**src/rtl/alu_muldiv_ctrl.sv**
```systemverilog
// ALU operation decoder plus iterative RV32M multiply/divide sequencer.
// Radix-2 shift-add multiply and restoring divide, XLEN cycles each.
`timescale 1ns/1ps
module alu_muldiv_ctrl #(
  parameter int XLEN = 32,
  parameter int OPW  = 5
) (
  input  logic            clk,
  input  logic            rst,
  input  logic [4:0]      aluop,
  input  logic [6:0]      func7,
  input  logic [2:0]      func3,
  input  logic            add4,
  input  logic            start,
  input  logic [XLEN-1:0] rs1,
  input  logic [XLEN-1:0] rs2,
  output logic [OPW-1:0]  operation,
  output logic            stall,
  output logic            md_done,
  output logic [XLEN-1:0] md_result
);

  localparam int CW = $clog2(XLEN);

  localparam logic [4:0] OP_ADD    = 5'd0;
  localparam logic [4:0] OP_SUB    = 5'd1;
  localparam logic [4:0] OP_SLL    = 5'd2;
  localparam logic [4:0] OP_SLT    = 5'd3;
  localparam logic [4:0] OP_SLTU   = 5'd4;
  localparam logic [4:0] OP_XOR    = 5'd5;
  localparam logic [4:0] OP_SRL    = 5'd6;
  localparam logic [4:0] OP_SRA    = 5'd7;
  localparam logic [4:0] OP_OR     = 5'd8;
  localparam logic [4:0] OP_AND    = 5'd9;
  localparam logic [4:0] OP_PASSB  = 5'd10;
  localparam logic [4:0] OP_PC4    = 5'd11;
  localparam logic [4:0] OP_BEQ    = 5'd12;
  localparam logic [4:0] OP_BNE    = 5'd13;
  localparam logic [4:0] OP_BLT    = 5'd14;
  localparam logic [4:0] OP_BGE    = 5'd15;
  localparam logic [4:0] OP_BLTU   = 5'd16;
  localparam logic [4:0] OP_BGEU   = 5'd17;
  localparam logic [4:0] OP_MULDIV = 5'd18;

  localparam logic [6:0] F7_ZERO = 7'b0000000;
  localparam logic [6:0] F7_ALT  = 7'b0100000;
  localparam logic [6:0] F7_MD   = 7'b0000001;

  typedef enum logic [1:0] {
    S_IDLE,
    S_MUL,
    S_DIV,
    S_DONE
  } state_t;

  function automatic logic [4:0] f3op(
    input logic [2:0] f
  );
    logic [4:0] o;
    o = OP_ADD;
    unique case (f)
      3'b001:  o = OP_SLL;
      3'b010:  o = OP_SLT;
      3'b011:  o = OP_SLTU;
      3'b100:  o = OP_XOR;
      3'b101:  o = OP_SRL;
      3'b110:  o = OP_OR;
      3'b111:  o = OP_AND;
      default: o = OP_ADD;
    endcase
    return o;
  endfunction

  // Operand signedness: rs1 side and rs2 side
  function automatic logic sgn1(
    input logic [2:0] f
  );
    return f[2] ? ~f[0] : (f[1:0] != 2'b11);
  endfunction

  function automatic logic sgn2(
    input logic [2:0] f
  );
    return f[2] ? ~f[0] : ~f[1];
  endfunction

  function automatic logic [XLEN-1:0] mag(
    input logic [XLEN-1:0] x,
    input logic            s
  );
    return (s && x[XLEN-1]) ? -x : x;
  endfunction

  state_t              r_state;
  state_t              w_nxt;
  logic [4:0]          w_op;
  logic                w_mop;
  logic [2*XLEN-1:0]   r_acc;
  logic [XLEN-1:0]     r_opnd;
  logic [1:0]          r_f3;
  logic                r_nq;
  logic                r_nr;
  logic [CW-1:0]       r_cnt;
  logic                w_last;
  logic                w_s1;
  logic                w_s2;
  logic [XLEN-1:0]     w_m1;
  logic [XLEN-1:0]     w_m2;
  logic                w_dz;
  logic                w_ovf;
  logic                w_short;
  logic [XLEN-1:0]     w_spec;
  logic [XLEN:0]       w_msum;
  logic [2*XLEN-1:0]   w_mul_nxt;
  logic [2*XLEN-1:0]   w_prod;
  logic [XLEN:0]       w_dsh;
  logic [XLEN:0]       w_ddiff;
  logic [2*XLEN-1:0]   w_div_nxt;
  logic [XLEN-1:0]     w_dq;
  logic [XLEN-1:0]     w_dr;

  always_comb begin
    w_op = OP_ADD;
    unique case (1'b1)
      aluop == 5'd1: begin
        unique case (func3)
          3'b000:  w_op = OP_BEQ;
          3'b001:  w_op = OP_BNE;
          3'b100:  w_op = OP_BLT;
          3'b101:  w_op = OP_BGE;
          3'b110:  w_op = OP_BLTU;
          3'b111:  w_op = OP_BGEU;
          default: w_op = OP_ADD;
        endcase
      end
      aluop == 5'd2: begin
        if (func7 == F7_MD)
          w_op = OP_MULDIV;
        else if (func7 == F7_ZERO)
          w_op = f3op(func3);
        else if (func7 == F7_ALT && func3 == 3'b000)
          w_op = OP_SUB;
        else if (func7 == F7_ALT && func3 == 3'b101)
          w_op = OP_SRA;
      end
      aluop == 5'd3: begin
        if (func3 == 3'b001)
          w_op = (func7 == F7_ZERO) ? OP_SLL : OP_ADD;
        else if (func3 == 3'b101)
          w_op = (func7 == F7_ZERO) ? OP_SRL :
                 (func7 == F7_ALT)  ? OP_SRA : OP_ADD;
        else
          w_op = f3op(func3);
      end
      aluop == 5'd4: w_op = OP_PASSB;
      aluop == 5'd5: w_op = add4 ? OP_PC4 : OP_ADD;
      default:       w_op = OP_ADD;
    endcase
  end

  assign operation = OPW'(w_op);
  assign w_mop     = (w_op == OP_MULDIV) && start;

  always_comb begin
    w_s1    = sgn1(func3);
    w_s2    = sgn2(func3);
    w_m1    = mag(rs1, w_s1);
    w_m2    = mag(rs2, w_s2);
    w_dz    = (rs2 == '0);
    w_ovf   = w_s1 && (rs1 == {1'b1, {(XLEN-1){1'b0}}}) && (&rs2);
    w_short = func3[2] && (w_dz || w_ovf);
    if (w_dz)
      w_spec = func3[1] ? rs1 : '1;
    else
      w_spec = func3[1] ? '0 : rs1;
  end

  // Multiply step: add multiplicand into high half when LSB set, then shift
  always_comb begin
    w_msum = {1'b0, r_acc[2*XLEN-1:XLEN]} + {1'b0, r_opnd};
    if (r_acc[0])
      w_mul_nxt = {w_msum, r_acc[XLEN-1:1]};
    else
      w_mul_nxt = {1'b0, r_acc[2*XLEN-1:1]};
    w_prod = r_nq ? -w_mul_nxt : w_mul_nxt;
  end

  // Divide step: remainder in high half, dividend/quotient in low half
  always_comb begin
    w_dsh   = {r_acc[2*XLEN-1:XLEN], r_acc[XLEN-1]};
    w_ddiff = w_dsh - {1'b0, r_opnd};
    if (!w_ddiff[XLEN])
      w_div_nxt = {w_ddiff[XLEN-1:0], r_acc[XLEN-2:0], 1'b1};
    else
      w_div_nxt = {w_dsh[XLEN-1:0], r_acc[XLEN-2:0], 1'b0};
    w_dq = r_nq ? -w_div_nxt[XLEN-1:0] : w_div_nxt[XLEN-1:0];
    w_dr = r_nr ? -w_div_nxt[2*XLEN-1:XLEN] : w_div_nxt[2*XLEN-1:XLEN];
  end

  assign w_last = (r_cnt == CW'(XLEN-1));

  always_ff @(posedge clk) begin
    if (rst)
      r_state <= S_IDLE;
    else
      r_state <= w_nxt;
  end

  always_comb begin
    w_nxt = r_state;
    unique case (r_state)
      S_IDLE: begin
        if (w_mop)
          w_nxt = w_short  ? S_DONE :
                  func3[2] ? S_DIV  : S_MUL;
      end
      S_MUL:   if (w_last) w_nxt = S_DONE;
      S_DIV:   if (w_last) w_nxt = S_DONE;
      default: w_nxt = S_IDLE;
    endcase
  end

  always_comb begin
    md_done = (r_state == S_DONE);
    stall   = w_mop && (r_state != S_DONE);
  end

  always_ff @(posedge clk) begin
    if (rst) begin
      r_acc     <= '0;
      r_opnd    <= '0;
      r_f3      <= '0;
      r_nq      <= 1'b0;
      r_nr      <= 1'b0;
      r_cnt     <= '0;
      md_result <= '0;
    end else begin
      unique case (r_state)
        S_IDLE: begin
          if (w_mop) begin
            r_f3   <= func3[1:0];
            r_nq   <= (w_s1 & rs1[XLEN-1]) ^ (w_s2 & rs2[XLEN-1]);
            r_nr   <= w_s1 & rs1[XLEN-1];
            r_cnt  <= '0;
            r_acc  <= {{XLEN{1'b0}}, func3[2] ? w_m1 : w_m2};
            r_opnd <= func3[2] ? w_m2 : w_m1;
            if (w_short)
              md_result <= w_spec;
          end
        end
        S_MUL: begin
          r_acc <= w_mul_nxt;
          r_cnt <= r_cnt + CW'(1);
          if (w_last)
            md_result <= (r_f3 == 2'b00) ? w_prod[XLEN-1:0] :
                                           w_prod[2*XLEN-1:XLEN];
        end
        S_DIV: begin
          r_acc <= w_div_nxt;
          r_cnt <= r_cnt + CW'(1);
          if (w_last)
            md_result <= r_f3[1] ? w_dr : w_dq;
        end
        default: ;
      endcase
    end
  end

endmodule

```
**config.mk**
```make
export PLATFORM = sky130hd
export DESIGN_NAME = alu_muldiv_ctrl
export DESIGN_NICKNAME = d
export VERILOG_FILES = /design/src/rtl/alu_muldiv_ctrl.sv
export SDC_FILE = /design/constraint.sdc
export NUM_CORES = 1
export LEC_CHECK = 0
export ABC_AREA = 0
export BUFFER_PORTS_ARGS = -buffer_cell sky130_fd_sc_hd__buf_4
export CAP_MARGIN = 20
export CORE_MARGIN = 10
export CORE_UTILIZATION = 35
export DETAILED_ROUTE_END_ITERATION = 6
export SETUP_SLACK_MARGIN = 0.5
export SLEW_MARGIN = 40
export SYNTH_ARGS = -nofsm -noshare
export SYNTH_HDL_FRONTEND = slang
export SYNTH_SLANG_ARGS = --single-unit
```
**constraint.sdc**
```tcl
create_clock -name clk -period 6.3 [get_ports clk]
set_input_delay 1.575 -clock clk [delete_from_list [all_inputs] [get_ports clk]]
set_output_delay 1.575 -clock clk [all_outputs]
set_load 0.03 [all_outputs]
```
==> flow_summary.toml <==
[routing]
first_iter_violations = 2653
drt.antenna.violating_nets = 0
vias = 20581
drc = 0
via_per_inst = 6.26
wire_per_inst_um = 23.4
drtPass1Iterations = 6
wl_um = 77100

[sta]
finalCriticalPeriod_ns = 5.42
final-max-slew-violation-count = 0
skew_ns = 0.0149
fmax_mhz = 185
finalHoldViolCount = 0
fin_crit_sh = 0.860
rsz0062_at_grt = "false"
relSlewSlack = 0.394
layout_setup_ws_ns = 0.881
tns_ns = 0
tightest_slew_ns = 0.883
worst_hold_slack_ns = 0.461
setup_violations = 0

[clock_tree]
postCtsSetupBuffers = 0
cts_tree = "done"
clk_pin_slew_ns = 0.07
cts.htree.levels = 4
clock_latency_ns = 0.46
cts_resized = 0
clock_path_buffers = 2
cts_buffers = 17
root_buffer = "clkbuf_16"
postCtsHoldBufs = 0
cts.sinks = 139

[setup_path]
critical_path.reg2reg.startpoint = "r_acc[32]$_SDFFE_PP0P_"
reg2reg_slack_ns = 0.88
crit_path_end_kind = "flip-flop"
cp.arrival_ns = 5.79
crit_type = "flip-flop to flip-flop"
cp.required_ns = 6.67
rr_endpoint = "md_result[26]$_SDFFE_PP0P_"
reg2reg_depth = 19
path_max_fanout = 10
startpoint_type = "flip-flop"

[yosys]
synth_top_family_by_area = "compound AO/OA/AOI/OAI gates"
synth_common_cells = "nor2_1 (289), nand2_1 (275), a21oi_1 (215), o21ai_0 (196), clkbuf_1 (159)"
ys_top_cells_by_area = "dfxtp_1 (15%), nor2_1 (6.0%), a21oi_1 (5.9%), nand2_1 (5.7%), o21ai_0 (5.4%)"
synth_seq_area_share = 0.153
synth-compound-area-share = 0.334
synthSimpleGateAreaFrac = 0.252
post-synth-top-area-cell = "dfxtp_1"
synth.area.mux_share = 0.0346
synth_seq_cells = 139
yosysMostFrequentCell = "nor2_1"
synth_cells = 2627
synth_warnings = 0
synth_nets = 2788
synth_top_area_share = 0.153
syn_avg_cell_area_um2 = 6.93
synth-xor-area-share = 0.0880
synth_edf_count = 0
synthFlopType = "dfxtp_1"
syn-cell-area_um2 = 18200
synth_fa_ha_area_frac = 0.0720
synth_cell_types = 115
async_reset_ff_frac = 0

[floorplanning]
chipHeight_um = 248
io_pins = 122
die_x_um = 248
num_rows = 83
core_um2 = 51400
dieArea_um2 = 61600
start_util = 0.354

[pwr]
power_leakage_uw = 0.00776
ir_drop_mv = 0.201
powerDensity_nw_per_um2 = 137
power_uw = 2770

[finish]
drive_above_1_share = 0.117
nFillCells = 5426
fin_nets = 2756
fin_util = 0.393
antenna_cells = 0
syn_to_final_growth_pct = 10.8

[hold_path]
min_to = "r_cnt[4]$_SDFFE_PP0P_"
hp-class = "flip-flop to flip-flop"
hp-start = "r_cnt[4]$_SDFFE_PP0P_"
whs_path_depth = 2

[placement]
dp_slack_ns = 0.987
gp_congestion = 0.978
hpwlAfterDp_um = 59500
port_buffers = 121

[flow_run]
drv_cap = 0

[global_routing]
grt_pass1_wl_um = 117000
antenna_found_initial = 1
grt_use_total = 0.242
grt_max_degree = 87
grt_pass1_vias = 19012
grt_overflow = 0

[outcome]
status = "completed"
==> layout by cell type (no fill, tap or decap), drive strengths merged, types with 16 or more instances in the layout <==
cell and count:
o21a 17, and2 19, nand3 58, nor4 35, nor2b 22, mux2i 39, and3 18, a22oi 37
dfxtp 139, or3 46, nand2b 17, clkbuf 19, o221ai 16, o211ai 36, buf 161, maj3 32
o31ai 34, nor3 73, inv 88, nand2 276, a22o 16, a21o 27, a31oi 26, nor2 289
ha 76, a221o 31, a211oi 66, xor2 81, mux2 19, xnor2 100, a21oi 220, o21ai 214
nand4 42
==> layer usage <==
layer  track usage  wire length, µm  up-vias
met5             0                8        -
met4        0.0978             2910        2
met3        0.0435             7320      129
met2         0.361            32800     1090
met1         0.336            34000     9717
li1              -                -     9643
==> worst max-delay path by stage <==
stage                                 startpoint                          to  slack [ns]
after floorplan                         aluop[3]                       stall        0.87
after global placement    r_acc[32]$_SDFFE_PP0P_  md_result[26]$_SDFFE_PP0P_        1.07
after detailed placement  r_acc[32]$_SDFFE_PP0P_  md_result[26]$_SDFFE_PP0P_        0.99
after CTS                 r_acc[32]$_SDFFE_PP0P_  md_result[26]$_SDFFE_PP0P_        0.96
after global routing      r_acc[32]$_SDFFE_PP0P_  md_result[26]$_SDFFE_PP0P_        0.63
final                     r_acc[32]$_SDFFE_PP0P_  md_result[26]$_SDFFE_PP0P_        0.88
==> state kept, by name (all words and copies together), names as in the netlist <==
| signal | count |
|---|---|
| r_f3 | 2 |
| r_nq | 1 |
| r_state | 2 |
| r_nr | 1 |
| r_opnd | 32 |
| r_acc | 64 |
| r_cnt | 5 |
| md_result | 32 |
==> power breakdown <==
part / switching (µW) / internal (µW)
combinational: 430 / 216
sequential: 13.6 / 883
clock: 439 / 789
total: 883 / 1890
==> worst max-delay path, cell delays in order (launching register included) <==
cell and delay (ns):
dfxtp_1 0.50, inv_1 0.13, fa_1 0.50, nand2b_1 0.21
a211o_1 0.40, a21o_4 0.28, o21ai_2 0.23, a41oi_4 0.20
xnor2_4 0.41, nand2_1 0.12, o21ai_0 0.15, ha_1 0.32
and3_1 0.21, nand2_1 0.05, mux2_2 0.33, or3_4 0.43
o41ai_2 0.24, mux2i_1 0.24, a211oi_1 0.07, o32ai_1 0.29
==> cells by family (layout without fill, tap and decap cells) <==
group	after synthesis	count (layout)
muxes	59	59
AOI/OAI and AO/OA	887	887
xor gates and xnor gates	181	181
buffers and inverters	300	281
DFF	139	139
adders and majority gates	110	110
and+or+nand+nor	951	951
==> final cells by class <==
| cell class | count | area [µm²] | share of cell area |
|---|---|---|---|
| Sequential cell | 139 | 2790 | 0.138 |
| Tap cell | 680 | 851 | 0.0421 |
| Multi-Input combinational cell | 2188 | 14300 | 0.708 |
| Inverter | 88 | 330 | 0.0164 |
| Clock buffer | 19 | 443 | 0.0219 |
| Timing Repair Buffer | 161 | 1240 | 0.0613 |
| Clock inverter | 13 | 245 | 0.0121 |
==> per-stage QoR <==
| step | area [µm²] | instances |
|---|---|---|
| after floorplan | 18200 | 2627 |
| after global placement | 19400 | 3253 |
| after detailed placement | 19500 | 3255 |
| after CTS | 20200 | 3287 |
| after global routing | 20200 | 3288 |
| final | 20200 | 3288 |
Power figures use the tool's default switching activity.
